File: config.mk
export PLATFORM = sky130hd
export DESIGN_NAME = adc_serial_reader_flat
export DESIGN_NICKNAME = d
export VERILOG_FILES = /design/src/rtl/adc_serial_reader_if.sv /design/src/rtl/adc_serial_reader.sv /design/src/flat_wrapper.sv
export SDC_FILE = /design/constraint.sdc
export NUM_CORES = 1
export LEC_CHECK = 0
export ABC_AREA = 1
export BUFFER_PORTS_ARGS = -buffer_cell sky130_fd_sc_hd__buf_4
export CAP_MARGIN = 5
export CORE_ASPECT_RATIO = 1.4
export CORE_MARGIN = 3
export CORE_UTILIZATION = 35
export CTS_CLUSTER_DIAMETER = 200
export CTS_CLUSTER_SIZE = 30
export DETAILED_ROUTE_END_ITERATION = 6
export GPL_TIMING_DRIVEN = 0
export PLACE_DENSITY_LB_ADDON = 0.15
export SLEW_MARGIN = 25
export SYNTH_ARGS = -nofsm -noshare
export SYNTH_HDL_FRONTEND = slang
export SYNTH_SLANG_ARGS = --single-unit
File: constraint.sdc
create_clock -name CLK_Filter -period 1.7 [get_ports CLK_Filter]
set_input_delay 0.085 -clock CLK_Filter [delete_from_list [all_inputs] [get_ports CLK_Filter]]
set_output_delay 0.085 -clock CLK_Filter [all_outputs]
set_load 0.01 [all_outputs]
File: src/rtl/adc_serial_reader_if.sv
// Sample-side bundle of the RED channel ADC reader.
// The master is the reader: it drives the ADC control pins and produces
// the captured sample. The slave is the ADC, the requester and the consumer.
interface adc_serial_reader_if #(
  parameter int DATA_W = 8
);
  logic              start;
  logic              clear_ovr;
  logic              SDATA;
  logic              CS_n;
  logic              SCLK;
  logic [DATA_W-1:0] RED_ADC_Value;
  logic              sample_valid;
  logic              busy;
  logic              overrun;

  modport master (
    input  start, clear_ovr, SDATA,
    output CS_n, SCLK, RED_ADC_Value, sample_valid, busy, overrun
  );

  modport slave (
    output start, clear_ovr, SDATA,
    input  CS_n, SCLK, RED_ADC_Value, sample_valid, busy, overrun
  );
endinterface

File: src/rtl/adc_serial_reader.sv
// Serial 8-bit ADC front end for the RED sensor channel.
// Runs one CS_n/SCLK frame per accepted start request, keeps the data-window
// bits MSB first and publishes them on RED_ADC_Value with a one-cycle
// sample_valid strobe. Every output comes straight from a register.
module adc_serial_reader #(
  parameter int DATA_W     = 8,
  parameter int FRAME_BITS = 16,
  parameter int LEAD_BITS  = 3,
  parameter int DIV        = 2,
  parameter int QUIET_CYC  = 4
) (
  input  logic                CLK_Filter,
  input  logic                rst,
  adc_serial_reader_if.master bus
);

  // SETUP holds SCLK high one cycle longer than a normal half period so the
  // first SCLK fall lands 1+DIV cycles after CS_n falls.
  localparam int DC_W = $clog2(DIV + 1);
  localparam int BC_W = $clog2(FRAME_BITS + 1);
  localparam int QC_W = $clog2(QUIET_CYC + 1);

  localparam logic [DC_W-1:0] HALF_LAST  = DC_W'(DIV - 1);
  localparam logic [DC_W-1:0] SETUP_LAST = DC_W'(DIV);
  localparam logic [BC_W-1:0] LAST_BIT   = BC_W'(FRAME_BITS - 1);
  localparam logic [BC_W-1:0] WIN_LO     = BC_W'(LEAD_BITS);
  localparam logic [BC_W-1:0] WIN_HI     = BC_W'(LEAD_BITS + DATA_W);
  localparam logic [QC_W-1:0] QUIET_LAST = QC_W'(QUIET_CYC - 1);

  typedef enum logic [2:0] {
    IDLE,
    SETUP,
    SHIFT_LO,
    SHIFT_HI,
    QUIET
  } state_t;

  state_t            state;
  logic [DC_W-1:0]   div_cnt;
  logic [BC_W-1:0]   bit_cnt;
  logic [QC_W-1:0]   quiet_cnt;
  logic [DATA_W-1:0] shift_reg;
  logic [DATA_W-1:0] red_value;
  logic              cs_n;
  logic              sclk;
  logic              valid;
  logic              busy;
  logic              ovr;
  logic              in_window;

  assign in_window = (bit_cnt >= WIN_LO) && (bit_cnt < WIN_HI);

  assign bus.CS_n          = cs_n;
  assign bus.SCLK          = sclk;
  assign bus.RED_ADC_Value = red_value;
  assign bus.sample_valid  = valid;
  assign bus.busy          = busy;
  assign bus.overrun       = ovr;

  // Frame sequencer: chip select, serial clock, bit capture and sample hand-off.
  always_ff @(posedge CLK_Filter or posedge rst) begin
    if (rst) begin
      state     <= IDLE;
      div_cnt   <= '0;
      bit_cnt   <= '0;
      quiet_cnt <= '0;
      shift_reg <= '0;
      red_value <= '0;
      cs_n      <= 1'b1;
      sclk      <= 1'b1;
      valid     <= 1'b0;
      busy      <= 1'b0;
    end else begin
      valid <= 1'b0;
      case (state)
        IDLE: begin
          if (bus.start) begin
            cs_n    <= 1'b0;
            busy    <= 1'b1;
            bit_cnt <= '0;
            div_cnt <= '0;
            state   <= SETUP;
          end
        end
        SETUP: begin
          if (div_cnt == SETUP_LAST) begin
            div_cnt <= '0;
            sclk    <= 1'b0;
            state   <= SHIFT_LO;
          end else begin
            div_cnt <= div_cnt + 1'b1;
          end
        end
        SHIFT_LO: begin
          if (div_cnt == HALF_LAST) begin
            div_cnt <= '0;
            sclk    <= 1'b1;
            state   <= SHIFT_HI;
            if (in_window) begin
              shift_reg <= {shift_reg[DATA_W-2:0], bus.SDATA};
            end
          end else begin
            div_cnt <= div_cnt + 1'b1;
          end
        end
        SHIFT_HI: begin
          if (div_cnt == HALF_LAST) begin
            div_cnt <= '0;
            if (bit_cnt < LAST_BIT) begin
              bit_cnt <= bit_cnt + 1'b1;
              sclk    <= 1'b0;
              state   <= SHIFT_LO;
            end else begin
              cs_n      <= 1'b1;
              red_value <= shift_reg;
              valid     <= 1'b1;
              quiet_cnt <= '0;
              state     <= QUIET;
            end
          end else begin
            div_cnt <= div_cnt + 1'b1;
          end
        end
        QUIET: begin
          if (quiet_cnt == QUIET_LAST) begin
            busy  <= 1'b0;
            state <= IDLE;
          end else begin
            quiet_cnt <= quiet_cnt + 1'b1;
          end
        end
        default: begin
          state <= IDLE;
        end
      endcase
    end
  end

  // Sticky overrun: a request while busy sets it, and setting beats clearing.
  always_ff @(posedge CLK_Filter or posedge rst) begin
    if (rst) begin
      ovr <= 1'b0;
    end else if (bus.start && busy) begin
      ovr <= 1'b1;
    end else if (bus.clear_ovr) begin
      ovr <= 1'b0;
    end
  end

endmodule

File: src/flat_wrapper.sv
// flat-port wrapper written by rule: the top's interface ports become plain ports
module adc_serial_reader_flat 
#(
  parameter int DATA_W     = 8,
  parameter int FRAME_BITS = 16,
  parameter int LEAD_BITS  = 3,
  parameter int DIV        = 2,
  parameter int QUIET_CYC  = 4
)
  (CLK_Filter, rst, bus_start, bus_clear_ovr, bus_SDATA, bus_CS_n, bus_SCLK, bus_RED_ADC_Value, bus_sample_valid, bus_busy, bus_overrun);
  adc_serial_reader_if #(.DATA_W(DATA_W)) bus_i ();
  input  logic CLK_Filter;
  input  logic rst;
  input wire logic [$bits(bus_i.start)-1:0] bus_start;
  input wire logic [$bits(bus_i.clear_ovr)-1:0] bus_clear_ovr;
  input wire logic [$bits(bus_i.SDATA)-1:0] bus_SDATA;
  output wire logic [$bits(bus_i.CS_n)-1:0] bus_CS_n;
  output wire logic [$bits(bus_i.SCLK)-1:0] bus_SCLK;
  output wire logic [$bits(bus_i.RED_ADC_Value)-1:0] bus_RED_ADC_Value;
  output wire logic [$bits(bus_i.sample_valid)-1:0] bus_sample_valid;
  output wire logic [$bits(bus_i.busy)-1:0] bus_busy;
  output wire logic [$bits(bus_i.overrun)-1:0] bus_overrun;
  assign bus_i.start = bus_start;
  assign bus_i.clear_ovr = bus_clear_ovr;
  assign bus_i.SDATA = bus_SDATA;
  assign bus_CS_n = bus_i.CS_n;
  assign bus_SCLK = bus_i.SCLK;
  assign bus_RED_ADC_Value = bus_i.RED_ADC_Value;
  assign bus_sample_valid = bus_i.sample_valid;
  assign bus_busy = bus_i.busy;
  assign bus_overrun = bus_i.overrun;
  adc_serial_reader #(.DATA_W(DATA_W), .FRAME_BITS(FRAME_BITS), .LEAD_BITS(LEAD_BITS), .DIV(DIV), .QUIET_CYC(QUIET_CYC)) u_core (.CLK_Filter(CLK_Filter), .rst(rst), .bus(bus_i));
endmodule
After elaboration in Yosys (flattened, before gate mapping) --
Cells that the tools add are included.
Cells by class: add/subtract/negate cells 3, $mul 0, divide/modulo/power cells 0, magnitude comparators 3, equality and inequality tests 15, shift-type cells 0, mux-type cells 36, bitwise gates (word level) 1, reductions and logical operators 19
Operators with widths (number):
- 2-to-1 mux 3 bit | 9
- 2-to-1 mux 5 bit | 3
- case mux 3 bit (5 select lines) | 1
- 2-to-1 mux 1 bit | 14
- AND reduction 4 bit | 3
- < comparator 5 x 4 -> 1 bit, second input constant | 2
- != test 2 x 1 -> 1 bit, second input constant | 5
- case mux 5 bit (2 select lines) | 1
- AND reduction 5 bit | 2
- == test 3 x 2 -> 1 bit, second input constant | 3
- AND reduction 3 bit | 3
- nonzero test 2 bit | 4
- 2-to-1 mux 2 bit | 3
- != test 2 bit, second input constant | 3
- case mux 2 bit (3 select lines) | 1
- case mux 3 bit (2 select lines) | 1
- nonzero test 3 bit | 2
- adder 5 x 1 -> 5 bit, second input constant | 1
- >= comparator 5 x 2 -> 1 bit, second input constant | 1
- case mux 1 bit (2 select lines) | 2
- adder 3 x 1 -> 3 bit, second input constant | 1
- == test 3 x 1 -> 1 bit, second input constant | 1
- == test 3 bit, second input constant | 1
- logical NOT 3 bit | 1
- 8 further kinds | 9
Storage, ports and cells: bits in registers 34, bits in latches 0, bits in writable memories 0, bits in read-only memories 0, memories 0

Logic depth before layout (Yosys ltp) --
depth after elaboration 4, depth in mapped cells 9, depth with buffers taken out 9

Worst setup path after synthesis --
No wires, ideal clock.
path kind reg2reg, from register u_core.quiet_cnt[0], to register u_core.quiet_cnt[0], arrival time 1278 ps, data required time 1635 ps, setup slack 357 ps, stages on the path, launching flop included 7, path buffers 0, period minus slack after synthesis 1343 ps, path through dfrtp_1 > ha_1 > ha_1 > inv_1 > nand3_1 > or2_2 > nand2_1
On the way: cells in the longest elaborated chain, start to end 3, elaborated cells between the ends (all ways) 6, classes of those cells 1 x add/sub; 2 x eq/ne; 2 x mux; 1 x reduce/logical
RTL lines:
- start, declared | line adc_serial_reader.sv:41 | logic [QC_W-1:0] quiet_cnt;
- start signal, assigned | line adc_serial_reader.sv:129 | quiet_cnt <= quiet_cnt + 1'b1;
- adder 3 x 1 -> 3 bit or == test 3 x 2 -> 1 bit (tied branches) | line adc_serial_reader.sv:129, adc_serial_reader.sv:125
- 2-to-1 mux 3 bit or != test 2 bit (tied branches)
- case mux 3 bit (2 select lines) or AND reduction 4 bit (tied branches)
Several ways; a longest one is shown, not always the timed one. The select of a mux whose other input is x is not followed. A chain may end at the register's enable or synchronous reset.

Worst setup path in the final report --
Same ends and word-level chain as after synthesis.

==> run summary <==
The arrival time of the worst setup path is roughly 1.7 ns. Setup slack on the worst reg-to-reg path comes out at 0.21 ns. Once detailed placement completed, the half-perimeter wirelength came to 2400 µm. STA classifies the critical path startpoint as a flip-flop. For this run, the total global-route usage over all layers was measured as 0.142. In the final layout, the share of cells above drive strength 1 is 0.205.

The DRC violation total after the first TritonRoute iteration is 38. The worst clock skew is between 0.009 and 0.01 ns. The count of vias placed by the detailed router came out at approximately 1300.

The number of pins with negative max-slew slack in the final report came to 0. The number of antenna violations at the first check in global routing was 0. On the critical path the largest part of the delay comes from simple AND/OR/NAND/NOR gates. Yosys attributes the largest share of cell area to sky130_fd_sc_hd__dfrtp_1 47%, sky130_fd_sc_hd__nand2_1 20%, sky130_fd_sc_hd__nand3_1 7.1%. The total number of H-tree levels came out at 2.

The width of the die came out at approximately 65 µm. The worst setup slack before clock tree synthesis came out at around 0.18 ns. The global-route wire length before repair came out at roughly 6300 µm.

The worst register-to-register path ends at u_core.quiet_cnt[0]$_DFFE_PP0P_. The maximum fanout along the worst path came out at 6. The leakage power is 1.09 nW. The final layout contains 242 nets. The number of warnings reported in the yosys synthesis log came out at 0. TritonCTS built the clock tree.

The number of buffers added by the clock tree synthesis step is 5. Power spread over the standard cell area amounts to about 800 mW/mm². The number of nets in the synthesized netlist is ~220. Of the post-synthesis cell area, the dominant cell type holds 0.472. The synthesized flop and latch total came out at 34. The leading area contributor after synthesis is sky130_fd_sc_hd__dfrtp_1. The first-pass detailed-route iteration total is 4. The count of cells along the worst register-to-register path came out at 6. The shortest period the worst path allows is ~1.5 ns. From synthesis to final layout, the design area changed by 19.9%. The number of max-cap violations came out at 0.

The flow ran to the end, and the final reports show no timing, DRC or antenna violations. The total length of routed wires is ~3400 µm. The worst path buffer plus inverter count is 1. The number of filler cells placed in the layout came out at roughly 490. The post-route clock period utilization came out at 0.875. In the final routed layout, each cell accounts on average for between 10 and 15 µm. The endpoint of the most critical setup path is u_core.quiet_cnt[0]$_DFFE_PP0P_. The initialized floorplan defines 29 standard-cell rows. The critical path starts at u_core.quiet_cnt[0]$_DFFE_PP0P_. The post-route worst setup slack is about 0.21 ns. The worst-case IR drop observed on VDD is approximately 390 µV. The clock-pin slew reported for the worst setup and hold paths after clock tree synthesis is approximately 0.07 ns. Entering global routing, the biggest net connects 35 pins. The worst-case clock buffer depth came out at 2. The final setup TNS came out at 0 ns. Data on the critical path is required at its endpoint by approximately 1.9 ns. The maximum operating frequency is about 670 MHz. The average instance in the mapped netlist occupies approximately 8.2 µm². The number of global-route vias before repair is 1398. The count of buffers from port buffering came out at 17. The via density per instance came out at 4.53.

The largest stage delay on the critical path came out at between 0.3 and 0.4 ns. The vertical die dimension came out at approximately 88 µm. The total overflow reported by the global router is 0.

The number of distinct library cells after synthesis is 24. The share of the Yosys chip area taken by registers is 0.503. The path length in cells of the critical path came out at 6.

The summed instance area of the synthesized netlist came out at between 0.0015 and 0.002 mm². Among all stages on the critical path, the largest delay is contributed by sky130_fd_sc_hd__dfrtp_1. The cell count after synthesis came out at 208. The area of the core region came out at between 0.004 and 0.005 mm². The worst setup path is of the reg -> reg kind. The total I/O pin count is 18.

The congestion estimate from routability-driven global placement came to 0.763. The normalized max-slew margin is 0.515. The kind of capture point of the worst setup path is a flip-flop.

The die covers 0.00573 mm². The number of endpoints failing setup at the final stage came out at 0. The number of failing hold endpoints at the final stage is 0. The transition time at the pin with the least slew margin came out at 0.727 ns. The tree built by TritonCTS fans out to 34 sinks.

The initial core utilization came out at 0.368. The number of post-CTS setup repair buffers is 0. The startpoint of the lowest-slack register-to-register path is u_core.quiet_cnt[0]$_DFFE_PP0P_. The buffer cell driving the clock tree root is sky130_fd_sc_hd__clkbuf_8. Setup repair after global routing left no endpoint under its margin. Leaving out fill and tap cells, the most frequent cell in the layout is sky130_fd_sc_hd__nand2_1. The final routed DRC violation total came out at 0. The end-of-flow core utilization came out at 0.442. In this design, the critical path's most frequently occurring cell is sky130_fd_sc_hd__ha_1.

The latest clock arrival within the worst-skew pair is between 0.2 and 0.3 ns. The residual antenna-violating net count after detailed routing is 0. The critical path goes through ha_1, ha_1, inv_1, nand3_1, or2_2, nand2_1. The antenna diode count came out at 0.

The top cell types in the final layout, fill and taps aside, are 89 x sky130_fd_sc_hd__nand2_1, 32 x sky130_fd_sc_hd__dfrtp_1, 24 x sky130_fd_sc_hd__nand3_1. The path class of the tightest hold or removal check is in -> reg.
==> worst reg2reg max path: stages, from the launching register on <==
cell                      delay, ns
sky130_fd_sc_hd__dfrtp_1       0.39
sky130_fd_sc_hd__ha_1          0.20
sky130_fd_sc_hd__ha_1          0.19
sky130_fd_sc_hd__inv_1         0.07
sky130_fd_sc_hd__nand3_1       0.18
sky130_fd_sc_hd__or2_2         0.33
sky130_fd_sc_hd__nand2_1       0.06
==> worst min path at each step <==
stage               depth (start not counted)           from                               to  slack [ns]
floorplan                                   1  bus_clear_ovr   u_core.bus.overrun$_DFFE_PP0P_        0.19
global placement                            2  bus_clear_ovr   u_core.bus.overrun$_DFFE_PP0P_        0.29
detailed placement                          2            rst  u_core.quiet_cnt[0]$_DFFE_PP0P_        0.26
CTS                                         3      bus_start   u_core.bus.overrun$_DFFE_PP0P_        0.02
global route                                3      bus_SDATA  u_core.shift_reg[0]$_DFFE_PP0P_        0.04
finish                                      3      bus_start   u_core.bus.overrun$_DFFE_PP0P_        0.03
==> per-layer routing <==
layer / GRT usage / routed length, µm / vias up
met5: 0 / 0 / -
met3: 0.0343 / 123 / 5
li1: - / - / 703
met2: 0.233 / 1670 / 21
met4: 0.0808 / 76 / 0
met1: 0.170 / 1550 / 611
==> cell families after synthesis <==
logic type | share of synthesized area
adder cells (fa/ha/maj) | 0.0221
AO/OA/AOI/OAI | 0.0354
AND/OR/NAND/NOR | 0.388
buffers and inverters | 0.0516
flip-flops | 0.503
==> metrics by stage <==
| step | cell area, µm² | power, mW | hold slack (ns) | std cells |
|---|---|---|---|---|
| global route | 2040 | 1.70 | 0.0398 | 296 |
| CTS | 2040 | 1.67 | 0.0225 | 296 |
| detailed placement | 1900 | 0.884 | 0.260 | 287 |
| global placement | 1900 | 0.883 | 0.287 | 287 |
| finish | 2040 | 1.63 | 0.0296 | 296 |
| floorplan | 1700 | 0.864 | 0.192 | 208 |
==> cells in the mapped netlist, drive strengths merged <==
cell / instances
a21oi: 2
ha: 3
dfrtp: 32
buf: 2
dfstp: 2
nand2: 93
nor2: 17
nand3b: 1
o21ai: 7
o211ai: 1
nand3: 28
or2: 1
inv: 19
==> final cells by class <==
cell class	instances	area, µm²	area share
Buffer	2	16.3	0.00799
Tap cell	62	77.6	0.0381
Multi-Input combinational cell	153	757	0.372
Clock inverter	1	30.0	0.0148
Sequential cell	34	853	0.419
Timing Repair Buffer	19	148	0.0725
Inverter	19	71.3	0.0350
Clock buffer	6	82.6	0.0406
==> where the power goes <==
group	internal (mW)	switching (mW)
clock	0.469	0.293
sequential	0.820	0.00819
combinational	0.0160	0.0261
total	1.31	0.327
==> timing repair <==
action | CTS | global route
endpoints found under the setup margin | 0 | 0
hold endpoints to repair | 33 | 0
gates resized for setup | 0 | 0
hold buffers | 2 | 0
Note: power is estimated with default switching activity, not from simulation.
